## config.mk

```make
export PLATFORM = sky130hd
export DESIGN_NAME = imm_gen_pipe
export DESIGN_NICKNAME = d
export VERILOG_FILES = /design/src/rtl/imm_gen_pkg.sv /design/src/rtl/imm_gen_fifo.sv /design/src/rtl/imm_gen_pipe.sv
export SDC_FILE = /design/constraint.sdc
export NUM_CORES = 1
export LEC_CHECK = 0
export BUFFER_PORTS_ARGS = -buffer_cell sky130_fd_sc_hd__buf_4
export CAP_MARGIN = 10
export CORE_MARGIN = 2
export CORE_UTILIZATION = 50
export DETAILED_ROUTE_END_ITERATION = 8
export GPL_TIMING_DRIVEN = 0
export PLACE_DENSITY = 0.83
export SYNTH_ARGS = -nofsm -noshare
export SYNTH_HDL_FRONTEND = slang
export SYNTH_HIERARCHICAL = 1
export SYNTH_SLANG_ARGS = --single-unit
```

## constraint.sdc

```tcl
create_clock -name clk_i -period 1.4 [get_ports clk_i]
set_input_delay 0.21 -clock clk_i [delete_from_list [all_inputs] [get_ports clk_i]]
set_output_delay 0.21 -clock clk_i [all_outputs]
set_load 0.03 [all_outputs]
```

## src/rtl/imm_gen_pkg.sv

```systemverilog
// Shared immediate-select codes and the instruction-to-immediate extension function.
// IMMGEN_SELCHK_EN widens the select code to 4 bits so that codes 8-15 are illegal and can be flagged.
package imm_gen_pkg;

`ifdef IMMGEN_SELCHK_EN
    localparam int IMMSEL_W = 4;
`else
    localparam int IMMSEL_W = 3;
`endif

    localparam logic [IMMSEL_W-1:0] IMMSEL_I    = IMMSEL_W'(0);
    localparam logic [IMMSEL_W-1:0] IMMSEL_S    = IMMSEL_W'(1);
    localparam logic [IMMSEL_W-1:0] IMMSEL_B    = IMMSEL_W'(2);
    localparam logic [IMMSEL_W-1:0] IMMSEL_J    = IMMSEL_W'(3);
    localparam logic [IMMSEL_W-1:0] IMMSEL_U    = IMMSEL_W'(4);
    localparam logic [IMMSEL_W-1:0] IMMSEL_Z    = IMMSEL_W'(5);
    localparam logic [IMMSEL_W-1:0] IMMSEL_SH   = IMMSEL_W'(6);
    localparam logic [IMMSEL_W-1:0] IMMSEL_NONE = IMMSEL_W'(7);

`ifdef IMMGEN_SELCHK_EN
    function automatic logic imm_sel_legal(input logic [IMMSEL_W-1:0] sel);
        return sel <= IMMSEL_NONE;
    endfunction
`endif

    // inst holds instruction bits [31:7], so instruction bit b lives at inst[b-7].
    // The result is 64 bits wide; callers keep the low XLEN bits.
    function automatic logic [63:0] imm_extend(input logic [24:0] inst,
                                               input logic [IMMSEL_W-1:0] sel,
                                               input logic xlen64);
        logic [63:0] r;
        r = '0;
        case (sel)
            IMMSEL_I:  r = {{52{inst[24]}}, inst[24:13]};
            IMMSEL_S:  r = {{52{inst[24]}}, inst[24:18], inst[4:0]};
            IMMSEL_B:  r = {{51{inst[24]}}, inst[24], inst[0], inst[23:18], inst[4:1], 1'b0};
            IMMSEL_J:  r = {{43{inst[24]}}, inst[24], inst[12:5], inst[13], inst[23:14], 1'b0};
            IMMSEL_U:  r = {{32{inst[24]}}, inst[24:5], 12'b0};
            IMMSEL_Z:  r = {59'b0, inst[12:8]};
            IMMSEL_SH: r = {58'b0, xlen64 & inst[18], inst[17:13]};
            default:   r = '0;
        endcase
        return r;
    endfunction

endpackage

```

## src/rtl/imm_gen_fifo.sv

```systemverilog
// Generic DEPTH x W in-order buffer with wrapping head/tail pointers, occupancy count and flush.
// Read data is forced to zero whenever the buffer is empty.
module imm_gen_fifo
    import imm_gen_pkg::*;
#(
    parameter int DEPTH = 2,
    parameter int W     = 40
) (
    input  logic         clk,
    input  logic         rst_n,
    input  logic         flush,
    input  logic         wr_valid,
    output logic         wr_ready,
    input  logic [W-1:0] wr_data,
    output logic         rd_valid,
    input  logic         rd_ready,
    output logic [W-1:0] rd_data
);

    localparam int PTR_W = $clog2(DEPTH);
    localparam int CNT_W = $clog2(DEPTH + 1);
    localparam logic [CNT_W-1:0] FULL = CNT_W'(DEPTH);

    logic [W-1:0]     mem [DEPTH];
    logic [PTR_W-1:0] head;
    logic [PTR_W-1:0] tail;
    logic [CNT_W-1:0] count;
    logic             push;
    logic             pop;

    // Ready is a pure function of occupancy, so a pop never opens a same-cycle slot.
    assign wr_ready = (count != FULL);
    assign rd_valid = (count != '0);
    assign push     = wr_valid & wr_ready;
    assign pop      = rd_valid & rd_ready;
    assign rd_data  = rd_valid ? mem[head] : '0;

    always_ff @(posedge clk or negedge rst_n) begin
        if (!rst_n) begin
            head  <= '0;
            tail  <= '0;
            count <= '0;
        end else if (flush) begin
            head  <= '0;
            tail  <= '0;
            count <= '0;
        end else begin
            if (push) tail <= tail + 1'b1;
            if (pop)  head <= head + 1'b1;
            case ({push, pop})
                2'b10:   count <= count + 1'b1;
                2'b01:   count <= count - 1'b1;
                default: count <= count;
            endcase
        end
    end

    always_ff @(posedge clk or negedge rst_n) begin
        if (!rst_n) begin
            for (int i = 0; i < DEPTH; i++) mem[i] <= '0;
        end else if (push && !flush) begin
            mem[tail] <= wr_data;
        end
    end

endmodule

```

## src/rtl/imm_gen_pipe.sv

```systemverilog
// Buffered decode-stage immediate generator: extends on entry, queues {tag, imm} in order.
// Defining IMMGEN_SELCHK_EN adds err_o (per-entry illegal select) and err_sticky_o.
module imm_gen_pipe
    import imm_gen_pkg::*;
#(
    parameter int XLEN  = 32,
    parameter int DEPTH = 2,
    parameter int TAG_W = 8
) (
    input  logic                clk_i,
    input  logic                rst_n_i,
    input  logic                flush_i,
    input  logic                in_valid_i,
    output logic                in_ready_o,
    input  logic [24:0]         inst_i,
    input  logic [IMMSEL_W-1:0] imm_sel_i,
    input  logic [TAG_W-1:0]    tag_i,
    output logic                out_valid_o,
    input  logic                out_ready_i,
    output logic [XLEN-1:0]     imm_o,
    output logic [TAG_W-1:0]    tag_o
`ifdef IMMGEN_SELCHK_EN
    ,
    output logic                err_o,
    output logic                err_sticky_o
`endif
);

    // Handshake: a word transfers on a cycle where valid and ready are both high;
    // valid must hold with stable data until taken, and ready never depends on the other side's valid.

`ifdef IMMGEN_SELCHK_EN
    localparam int ENTRY_W = XLEN + TAG_W + 1;
`else
    localparam int ENTRY_W = XLEN + TAG_W;
`endif

    logic [63:0]        imm_full;
    logic [XLEN-1:0]    imm_ext;
    logic [ENTRY_W-1:0] wr_entry;
    logic [ENTRY_W-1:0] rd_entry;

    assign imm_full = imm_extend(inst_i, imm_sel_i, XLEN == 64);
    assign imm_ext  = imm_full[XLEN-1:0];

    generate
        if (XLEN < 64) begin : g_trunc
            logic unused_hi;
            assign unused_hi = ^imm_full[63:XLEN];
        end
    endgenerate

`ifdef IMMGEN_SELCHK_EN
    assign wr_entry = {~imm_sel_legal(imm_sel_i), tag_i, imm_ext};
    assign err_o    = rd_entry[ENTRY_W-1];

    always_ff @(posedge clk_i or negedge rst_n_i) begin
        if (!rst_n_i)                 err_sticky_o <= 1'b0;
        else if (out_valid_o && err_o) err_sticky_o <= 1'b1;
    end
`else
    assign wr_entry = {tag_i, imm_ext};
`endif

    imm_gen_fifo #(
        .DEPTH (DEPTH),
        .W     (ENTRY_W)
    ) u_fifo (
        .clk      (clk_i),
        .rst_n    (rst_n_i),
        .flush    (flush_i),
        .wr_valid (in_valid_i),
        .wr_ready (in_ready_o),
        .wr_data  (wr_entry),
        .rd_valid (out_valid_o),
        .rd_ready (out_ready_i),
        .rd_data  (rd_entry)
    );

    assign imm_o = rd_entry[XLEN-1:0];
    assign tag_o = rd_entry[XLEN +: TAG_W];

endmodule

```

Word level (Yosys, flattened, before mapping)
Index checks and enable logic that the tools add are counted.
Operators by class
  equality and inequality tests: 9
  reductions and logical operators: 8
  bitwise logic cells: 4
  $mul: 0
  order comparisons: 3
  shifts and indexed selects: 0
  mux-type cells: 14
  div/mod/pow operators: 0
  add/sub/neg operators: 4
Operators with widths (count)
  $pmux W32 S7: 1
  $mux W40: 5
  $bwmux W80: 1
  $demux W40 S1: 1
  $eq A3 B3 Y1 const B: 3
  $eq A3 B2 Y1 const B: 2
  $reduce_bool A2 Y1: 3
  $ge A2 B2 Y1 const B: 2
  $mux W1: 4
  $not A1 Y2: 2
  $pmux W2 S2: 1
  $eq A3 B1 Y1 const B: 1
  $logic_not A3 Y1: 1
  $reduce_bool A3 Y1: 1
  $add A1 B1 Y1 const B: 2
  $add A2 B1 Y2 const B: 1
  $and A1 B1 Y1: 2
  $eq A2 B1 Y1 const B: 1
  $eq A2 B2 Y1 const B: 1
  $logic_and A1 B1 Y1: 2
  $lt A2 B1 Y1 const B: 1
  $mux W2: 1
  $ne A2 B2 Y1 const B: 1
  $sub A2 B1 Y2 const B: 1
  $logic_not A1 Y1: 1
Word-level totals
  latch bits: 0
  memories kept: 0
  output and inout bits: 42
  memory bits (read-only): 0
  register bits: 84
  memory bits (writable): 0

Logic depth before layout (Yosys ltp)
Gate-level depths: netlist of the first run.
  depth in word-level cells: 6
  gate-level depth with buffers: 6
  mapped depth without buffers: 4

Cells and area by module
Netlist of the first run, hierarchy kept.
Modules (own cells, without submodules)
  imm_gen_fifo: area each 3792.4 µm², cells an instance 283, sequential area each 2102.0 µm², instances 1
  imm_gen_pipe: area each 588.1 µm², cells an instance 81, sequential area each 0.0 µm², instances 1

Worst setup path after synthesis of the first run
OpenSTA, ideal clock, no wires.
  path type: register to register
  start: reg u_fifo.count[1]
  end: reg u_fifo/mem[4] (netlist name)
  clock period less this slack: 1.645 ns
  slack: -0.245 ns
  stages on the path, launching flop included: 6
  arrival: 1.517 ns
  cell sequence: dfrtp_1 -> nor2b_2 -> inv_1 -> nand4b_1 -> buf_4 -> mux2_1
On the way
  cells in the longest elaborated chain, start to end: 3
Ends and longest elaborated chain
  from (decl): RTL line imm_gen_fifo.sv:27  | logic [CNT_W-1:0] count;
  from (signal assigned): RTL line imm_gen_fifo.sv:51  | 2'b10: count <= count + 1'b1;
  from (signal assigned): RTL line imm_gen_fifo.sv:52  | 2'b01: count <= count - 1'b1;
  from (signal assigned): RTL line imm_gen_fifo.sv:53  | default: count <= count;
  $ne A2 B2 Y1: RTL line imm_gen_fifo.sv:32  | assign wr_ready = (count != FULL);
  net in_ready_o: RTL line imm_gen_pipe.sv:14  | output logic in_ready_o,
  $and A1 B1 Y1: RTL line imm_gen_fifo.sv:34  | assign push = wr_valid & wr_ready;
  $logic_and A1 B1 Y1: RTL line imm_gen_fifo.sv:61  | end else if (push && !flush) begin
  to (signal, indexed assignment): RTL line imm_gen_fifo.sv:62  | mem[tail] <= wr_data;
  to (decl): RTL line imm_gen_fifo.sv:24  | logic [W-1:0] mem [DEPTH];
The timed path passes the listed nets, and every way through them passes these cells.
A chain may end at the register's enable or synchronous reset.

Worst setup path in the final report of the first run
  start: reg u_fifo.head
  end: out imm_o[15]
On the way
  cells in the longest elaborated chain, start to end: 5
Ends and longest elaborated chain
  from (decl): RTL line imm_gen_fifo.sv:25  | logic [PTR_W-1:0] head;
  from (signal assigned): RTL line imm_gen_fifo.sv:49  | if (pop) head <= head + 1'b1;
  $not A1 Y2 (not written as such): RTL line imm_gen_fifo.sv:36  | assign rd_data = rd_valid ? mem[head] : '0;
  $mux W40 (not written as such) (3 in series): RTL line imm_gen_fifo.sv:36
  $mux W40: RTL line imm_gen_fifo.sv:36
  to (decl): RTL line imm_gen_pipe.sv:20  | output logic [XLEN-1:0] imm_o,
Every way passes these cells. The select of a mux whose other input is x is not followed.

==> results of run 1 <==
layer usage:
metal | part of all wire (%) | GRT usage (%)
met1 | 41 | 38.2
met5 | 0 | 0
met3 | 4.9 | 4.75
met4 | 3.4 | 14.6
met2 | 50 | 47.7
stage by stage:
stage | hold slack (ps) | total power [mW] | instances | setup TNS, ps | utilization (%)
finish | 2.70 | 8.13 | 595 | -26840 | 75.9
global route | 53.9 | 8.43 | 595 | -34080 | 75.9
CTS | 45.5 | 7.87 | 600 | -27020 | 76.0
detailed placement | 426 | 5.33 | 553 | -32080 | 60.9
global placement | 415 | 5.20 | 553 | -29670 | 60.9
floorplan | -85.6 | 4.66 | 364 | -6330 | -
worst register-to-register path: stages (launching register included):
cell and delay (ps):
dfrtp_2 450, nor2b_4 200, inv_4 50, nand4b_1 120
buf_6 190, buf_12 130, buf_8 130, mux2_4 310
cell type report:
cell class | instances | area [um2]
Multi-Input combinational cell | 250 | 2600
Sequential cell | 84 | 2110
Fill cell | 477 | 2070
Timing Repair Buffer | 112 | 1160
Buffer | 21 | 297
Tap cell | 108 | 135
Clock buffer | 9 | 124
Clock inverter | 7 | 81.3
Inverter | 4 | 20.0
sequential cells by signal, indices dropped and copies added (netlist names):
| register | count |
|---|---|
| u_fifo/head | 1 |
| u_fifo/count | 2 |
| u_fifo/mem | 80 |
| u_fifo/tail | 1 |
how the worst min path moves through the flow:
| stage | endpoint | startpoint | depth (start not counted) |
|---|---|---|---|
| after detailed placement | u_fifo/count[1] | flush_i | 2 |
| after global placement | u_fifo/tail | flush_i | 2 |
| after CTS | u_fifo/count[1] | flush_i | 2 |
| final | u_fifo/mem[76] | rst_n_i | 1 |
| after global routing | u_fifo/count[0] | flush_i | 2 |
| after floorplan | u_fifo/count[0] | rst_n_i | 0 |
what timing repair did:
| item | CTS | global route |
|---|---|---|
| cloned | 11 | 2 |
| hold buffers | 0 | 0 |
| pin swaps | 1 | 2 |
| setup buffers | 21 | 7 |
| endpoints found under the setup margin | 122 | 122 |
| gates resized for setup | 166 | 39 |
| hold endpoints to repair | 0 | 0 |
cells in the final DEF (no fill, tap or decap), types with 2 or more instances in the layout:
master,Yosys,routed
o21ai_0,3,3
buf_4,10,67
buf_2,6,2
inv_6,0,3
nor2b_1,8,8
nor2_2,0,40
inv_4,0,2
nor2b_2,3,2
a21o_1,13,13
clkinv_4,0,2
clkbuf_1,7,2
nor2_1,43,2
or2_2,2,2
clkbuf_8,0,11
clkbuf_16,0,7
dfrtp_2,0,3
dfrtp_1,84,81
buf_12,0,10
mux2i_2,0,10
o22ai_1,8,8
mux2_4,0,80
mux2i_4,0,3
buf_8,0,13
a22oi_1,5,5
buf_6,3,30
mux2i_1,50,37
a21oi_1,19,18
logic make-up (layout without fill, tap and decap cells):
group / count (synthesis) / count (layout) / share of synthesized area, %
compound gates: 51 / 51 / 7.28
xor+xnor: 2 / 2 / 0.828
buf+inv: 30 / 153 / 4.11
flops: 84 / 84 / 48.0
mux: 130 / 130 / 32.0
simple gates: 67 / 67 / 7.80
report_power, final:
group	internal (mW)	switching [mW]	leakage, nW	total [mW]
clock	0.850	0.992	0.101	1.84
combinational	1.62	1.27	1.97	2.89
sequential	2.98	0.417	1.06	3.40
total	5.46	2.68	3.13	8.13
==> metrics, run 1 <==
status finished, violations left; failing checks setup timing; vias post-DR 3590; fin. max-slew vios 0; R2R Setup Slk -280 ps; Post-synth EDFFs 0; Overflow after GRT 0; Final Hold Viols 0; CP Data Arrival Time 1560 ps; most used cell, CP buf_12; Clock Path Buffers 2; Setup WS post-layout -365 ps; dpl cell area 5240 um2; Cells after Synth 364; max_cap viols 0; Yosys Warn Count 6; Clock Sinks 84; most common cell in the netlist dfrtp_1; layout cells sized above 1 61.4%; core footprint 8590 um2; Worst Path Buf+Inv 3; Crit. Startpoint u_fifo/head; r2r endpoint u_fifo/mem[15]; Synthesized Nets 405; FF-to-FF path depth 7; critical path, cell by cell buf_12 -> buf_12 -> mux2i_2 -> nor2_2 -> buf_4; final worst path period share 126%; Hold WC Path Type input pin to asynchronous set/reset pin; Clock Pin Slew Worst Setup and Hold Paths 100 ps; total CTS buffers 9; wire length per cell 23.0 um; Critical Path Stages 5; Slew HR 28.3%; H-tree levels 3; first-pass GRT wire length 21600 um; slowest cell on the critical path dfrtp_2; Achievable Freq 566 MHz; Placement Setup Slack -336 ps; row cnt 34; die area 9530 um2; Top FF cell, synth dfrtp_1; final setup violation count 123; RSZ-0062 raised after global routing yes; commonest cells in the netlist dfrtp_1 (84), mux2_2 (75), mux2i_1 (50), nor2_1 (43), a21oi_1 (19); Layout Nets 523; number of global-route vias before repair 3870; area share of the largest cell type after synthesis 48.0%; Max FO, Critical Path 7; worst vdd ir 0.000759 V; largest net degree at the start of global routing 85; Pre-antenna DRT Iters 5; CP Capture Type output port; Worst setup SP type flop; GPL Wtd Cong 0.854; Yosys cell types 36; Synth area leaders dfrtp_1 (48%), mux2_2 (19%), mux2i_1 (11%); Worst R2R Start u_fifo/count[0]; I/O pins 83; Critical Path End imm_o[15]; TritonCTS clock tree built; ANT nets after route 0; Yosys top cell by area dfrtp_1; n_diodes 0; crit-path max cell delay 420 ps; CP top delay family buffers and inverters; Cell Area, Synth 4380 um2; initial core utilization 51.0%; Iteration-0 DRC Markers 267; clk_skew 14.6 ps; Req. time, crit path 1190 ps; Via density 6.03; Pwr per Cell Area 1250 nW/um2; Leak 3.13 nW; height of the die 97.6 um; Clock Latency Late Sink 370 ps; overall global routing resource usage 29.4%; CTS Root Buffer Type clkbuf_8; Setup CP Type flop to output port; area delta synth->final 49.0%; DRC errors left 0; Worst-Margin Slew 1070 ps; Post-Layout Inst Area 6530 um2; hpwl dp 7270 um; die width 97.6 um; minimum clock period 1770 ps; Avg Cell Area, Syn 12.0 um2; drt total wl 13700 um; antenna violations before repair 0; PortBufs 81; sequential share of the synthesized area 48.0%; share of flip-flops with an asynchronous set or reset 100%; Seq cells post-synth 84
Power figures use the tool's default switching activity.
==> run 2: changes to the inputs <==
--- a/config.mk
+++ b/config.mk
@@ -7,6 +7,7 @@
 export LEC_CHECK = 0
 export BUFFER_PORTS_ARGS = -buffer_cell sky130_fd_sc_hd__buf_4
 export CAP_MARGIN = 10
+export CORE_ASPECT_RATIO = 1.1
 export CORE_MARGIN = 2
 export CORE_UTILIZATION = 50
 export DETAILED_ROUTE_END_ITERATION = 8
==> run 2 against run 1 <==
Against the previous run:
- the run still ends with setup timing left
- sequential share of layout area up 0.27 points
- cell count down 0.34%
- highest routed layer unchanged
- clock power up 9%
- critical endpoint unchanged
- first-iteration DRC count up 15%
==> metrics, run 2 (synthesis gave the netlist of run 1 again) <==
status finished, violations left; failing checks setup timing; most used cell, CP buf_12; layout cells sized above 1 60.4%; most common cell after layout, fill and taps aside dfrtp_1; Worst R2R Start u_fifo/count[1]; Hold WS 9.21 ps; clk_skew 11.0 ps; CTS Root Buffer Type clkbuf_8; total power draw 8.29 mW; Critical Path End imm_o[15]; Crit. Startpoint u_fifo/head; crit-path max cell delay 420 ps; Post-Layout Inst Area 6470 um2; critical path, cell by cell buf_12 -> buf_12 -> mux2i_1 -> nor2_2 -> buf_6; wire length per cell 23.7 um; RSZ-0062 raised after global routing yes; total CTS buffers 9; Worst Path Buf+Inv 3; dpl cell area 5240 um2; GPL Wtd Cong 0.929; Layout Nets 518; slowest cell on the critical path dfrtp_2; Clock Pin Slew Worst Setup and Hold Paths 90 ps; final worst path period share 126%; minimum clock period 1770 ps; Overflow after GRT 0; ANT nets after route 0; H-tree levels 3; number of global-route vias before repair 3773; CP Capture Type output port; DRC errors left 0; Slew HR 28.4%; I/O pins 83; final setup violation count 122; area of the multi-input gates 2580 um2; Achievable Freq 565 MHz; drt total wl 14100 um; Leak 3.10 nW; Biggest register u_fifo/mem; routed length on met3 837 um; n_diodes 0; height of the die 102 um; CP top delay family buffers and inverters; vias post-DR 3616; overall global routing resource usage 30.2%; Setup WS post-layout -368 ps; max_cap viols 0; CP Data Arrival Time 1560 ps; Worst-Margin Slew 1070 ps; row cnt 35; Clock Latency Late Sink 360 ps; Pre-antenna DRT Iters 6; Sum Neg Setup Slack -31810 ps; initial core utilization 51.8%; Final Hold Viols 0; cts hold-fix bufs 0; Iteration-0 DRC Markers 307; Hold WC Path Type input pin to asynchronous set/reset pin; largest net degree at the start of global routing 85; die width 93.2 um; WL met1 5460 um; Largest register FFs 80; PortBufs 81; fin. max-slew vios 0; area delta synth->final 47.7%; Max FO, Critical Path 10; Worst setup SP type flop; FILL cells 459; r2r endpoint u_fifo/mem[3]; Pwr per Cell Area 1280 nW/um2; Post-Route Utilization 76.6%; worst vdd ir 0.000790 V; biggest regs u_fifo/mem (80), u_fifo/count (2); Critical Path Stages 5; TritonCTS clock tree built; first-pass GRT wire length 21400 um; Req. time, crit path 1190 ps; Setup CP Type flop to output port; R2R Setup Slk -280 ps; Via density 6.10; core footprint 8450 um2; Top Layer Used met4; Storage cell area 2110 um2; die area 9530 um2; hpwl dp 7320 um; Clock Sinks 84; most frequent cells in the layout dfrtp_1 (81), mux2_4 (80), buf_4 (62); met2 wire len 7030 um; Clock Path Buffers 2; antenna violations before repair 0; FF-to-FF path depth 6
==> run 2: changes by cell type in the layout (fill, tap and decap cells not counted), moves of 2 or more <==
| cell | previous run | this run |
|---|---|---|
| buf_4 | 67 | 62 |
| buf_8 | 13 | 11 |
| clkbuf_16 | 7 | 5 |
| clkbuf_8 | 11 | 13 |
==> run 2: power by group <==
group          switching (mW)  internal, mW
Sequential              0.434          2.98
Combinational            1.27          1.60
Clock                   0.964          1.03
Total                    2.67          5.61
==> run 2: how the worst min path moves through the flow <==
stage,to
floorplan,u_fifo/count[0]
global placement,u_fifo/count[1]
detailed placement,u_fifo/count[1]
CTS,u_fifo/count[1]
global route,u_fifo/count[0]
finish,u_fifo/mem[19]
==> run 2: area by class of cell <==
| cell class | count | area share (%) |
|---|---|---|
| sequential | 84 | 32.5 |
| clock inverter | 7 | 1.62 |
| multi-input combinational | 250 | 39.9 |
| tap | 111 | 2.15 |
| inverter | 4 | 0.271 |
| timing repair buffer | 107 | 16.9 |
| buffer | 21 | 4.66 |
| clock buffer | 9 | 1.91 |
==> run 2: layer usage <==
metal  GRT usage [%]  up-vias
met3            4.72       63
met5               0        -
met4            14.6        0
met2            50.6      199
li1                -     1510
met1            38.7     1844
==> run 2: metrics by stage <==
| stage | cells | setup WS (ps) |
|---|---|---|
| CTS | 603 | -322 |
| global placement | 556 | -335 |
| finish | 593 | -368 |
| global route | 593 | -427 |
| floorplan | 364 | -86.7 |
| detailed placement | 556 | -340 |
==> run 2: what timing repair did <==
item                                    CTS  global route
pin swaps                                 1             0
setup buffers                            20             2
cloned                                   12             1
endpoints found under the setup margin  122           122
gates resized for setup                 155            45
==> run 3: changes to the inputs <==
--- a/config.mk
+++ b/config.mk
@@ -9,11 +9,10 @@
 export CAP_MARGIN = 10
 export CORE_ASPECT_RATIO = 1.1
 export CORE_MARGIN = 2
-export CORE_UTILIZATION = 50
+export CORE_UTILIZATION = 51
 export DETAILED_ROUTE_END_ITERATION = 8
 export GPL_TIMING_DRIVEN = 0
-export PLACE_DENSITY = 0.83
+export PLACE_DENSITY = 0.84
 export SYNTH_ARGS = -nofsm -noshare
 export SYNTH_HDL_FRONTEND = slang
-export SYNTH_HIERARCHICAL = 1
 export SYNTH_SLANG_ARGS = --single-unit
==> run 3 against run 2 <==
Against the previous run:
- the run ends with hold timing, setup timing left
- synthesized area is 5.7% higher
- count of clock-buffer cells in the layout grew 1
- setup slack worse by 38 ps
- first-iteration DRC count increased by 36%
- sequential power increased by 3%
- combinational power increased by 13%
- non-clock buffer count grew 24
- worst hold slack got worse by 12 ps
- critical path type unchanged
- critical endpoint is now imm_o[5]
==> metrics, run 3 <==
commonest cells in the netlist dfrtp_1 (84), mux2_2 (51), mux2i_1 (44), nor2_1 (44), a31oi_1 (32); Clock Latency Late Sink 390 ps; cts hold-fix bufs 0; layout cells sized above 1 59.3%; Layout Nets 572; Worst-Margin Slew 1090 ps; max_cap viols 0; area delta synth->final 52.4%; Max FO, Critical Path 7; grt peak-use layer met2; I/O pins 83; Clk pwr share 19.3%; sequential share of power 42.0%; final setup violation count 123; Largest register FFs 80; Clock Sinks 84; GR Util met1 40.4%; Yosys cell types 39; Int Pwr 5.29 mW; TritonCTS clock tree built; Req. time, crit path 1190 ps; FILL cells 433; Hold WC Path Type input pin to asynchronous set/reset pin; Pwr per Cell Area 1190 nW/um2; height of the die 104 um; Post-Route Utilization 80.0%; Setup CP Type flop to output port; Iteration-0 DRC Markers 417; Worst setup SP type flop; hpwl dp 8410 um; Achievable Freq 554 MHz; worst vdd ir 0.000722 V; Hold WS -3.16 ps; RSZ-0062 raised after global routing yes; number of global-route vias before repair 4197; PortBufs 82; Clock Pin Slew Worst Setup and Hold Paths 110 ps; most frequent cells in the layout dfrtp_1 (81), buf_4 (68), mux2_4 (54); Slew HR 27.1%; H-tree levels 3; total CTS buffers 9; Logic pwr share 38.7%; Final Hold Viols 1; first-pass GRT wire length 23800 um; Post-synth EDFFs 0; clk_skew 25.4 ps; FF-to-FF path depth 6; row cnt 36; sequential share of the synthesized area 45.4%; initial core utilization 52.5%; core footprint 8830 um2; GPL Wtd Cong 0.864; antenna violations before repair 0; CTS Root Buffer Type clkbuf_8; area share of the largest cell type after synthesis 45.4%; fin. max-slew vios 0; R2R Setup Slk -370 ps; wire length per cell 27.8 um; Seq cells post-synth 84; ANT nets after route 0; Avg Cell Area, Syn 11.4 um2; CP Data Arrival Time 1600 ps; most common cell in the netlist dfrtp_1; Storage cell area 2110 um2; critical path, cell by cell nor2_4 -> buf_12 -> clkbuf_16 -> nor2_1 -> buf_4; Synth area leaders dfrtp_1 (45%), mux2_2 (12%), mux2i_1 (9.5%); Critical Path Stages 5; CP top delay family buffers and inverters; failing checks hold timing, setup timing; status finished, violations left; DRC errors left 0; sw power 3.08 mW; biggest regs u_fifo.mem (80), u_fifo.count (2); Cell Area, Synth 4630 um2; Clock Path Buffers 2; Setup WS post-layout -406 ps; vias post-DR 4390; met3 Usage GRT 5.72%; met2 GRT Util 49.9%; Synthesized Nets 446; slowest cell on the critical path dfrtp_2; Yosys top cell by area dfrtp_1; Worst Path Buf+Inv 3; Biggest register u_fifo.mem; Via density 6.76; overall global routing resource usage 32.1%; final worst path period share 129%; most common cell after layout, fill and taps aside dfrtp_1; minimum clock period 1810 ps; Yosys Warn Count 0; die width 94.9 um; Overflow after GRT 0; largest net degree at the start of global routing 85; n_diodes 0; die area 9860 um2; switch share 36.8%; total power draw 8.37 mW; share of flip-flops with an asynchronous set or reset 100%; Cells after Synth 405; Pre-antenna DRT Iters 5; area of the multi-input gates 2940 um2; crit-path max cell delay 470 ps; drt total wl 18000 um; Top FF cell, synth dfrtp_1; Leak 3.03 nW; CP Capture Type output port
## run 3: path summary, 6_finish.rpt
kind / start / end
max: u_fifo.count[1] / imm_o[5]
min: rst_n_i / u_fifo.mem[41]
min in group clk_i: flush_i / u_fifo.tail
min reg2reg: u_fifo.mem[55] / u_fifo.mem[55]
max reg2reg: u_fifo.count[1] / u_fifo.mem[20]
max in group asynchronous: rst_n_i / u_fifo.head
## run 3: repair_timing
| item | 4_1_cts | 5_1_grt |
|---|---|---|
| resized for setup | 131 | 99 |
| gates cloned | 13 | 1 |
| setup buffers | 23 | 1 |
| endpoints found under the setup margin | 120 | 124 |
| hold endpoints to repair | 0 | 0 |
| pin swaps | 10 | 13 |
## run 3: kinds of logic after synthesis
family,count (synthesis),share of synthesized area (%)
AO/OA/AOI/OAI,70,9.19
XOR/XNOR,2,0.378
buffers and inverters,44,5.94
flip-flops,84,45.4
multiplexers,111,26.3
AND/OR/NAND/NOR,94,12.8
## run 3: cell type report
| cell class | count | share of cell area (%) |
|---|---|---|
| well taps | 114 | 2.02 |
| plain buffers | 36 | 6.03 |
| clock inverters | 5 | 0.425 |
| repair buffers | 116 | 17.8 |
| clock buffers | 10 | 1.81 |
| flip-flops and latches | 84 | 29.8 |
| inverters | 7 | 0.443 |
| multi-input cells | 277 | 41.6 |
## run 3: through the flow
stage                     std cells  worst slack, ps  cell area [um2]  setup TNS, ps
final                           649             -406             7060         -37750
after global routing            649             -448             7060         -40980
after CTS                       651             -324             6600         -29030
after detailed placement        601             -523             5500         -28970
after global placement          601             -529             5500         -27020
after floorplan                 405            -57.4             4750          -2580
## run 3: power groups by stage
stage	Clock (mW)	Combinational, mW	Sequential, mW
floorplan	0	1.57	3.24
finish	1.62	3.24	3.51
detailed placement	0	2.19	3.35
global route	1.71	3.36	3.54
CTS	1.52	2.71	3.33
global placement	0	2.12	3.29
## run 3: layer usage
| metal | wire length (um) | up-vias |
|---|---|---|
| met4 | 1280 | 0 |
| li1 | - | 1734 |
| met1 | 6390 | 2173 |
| met3 | 1480 | 123 |
| met5 | 0 | - |
| met2 | 8880 | 360 |
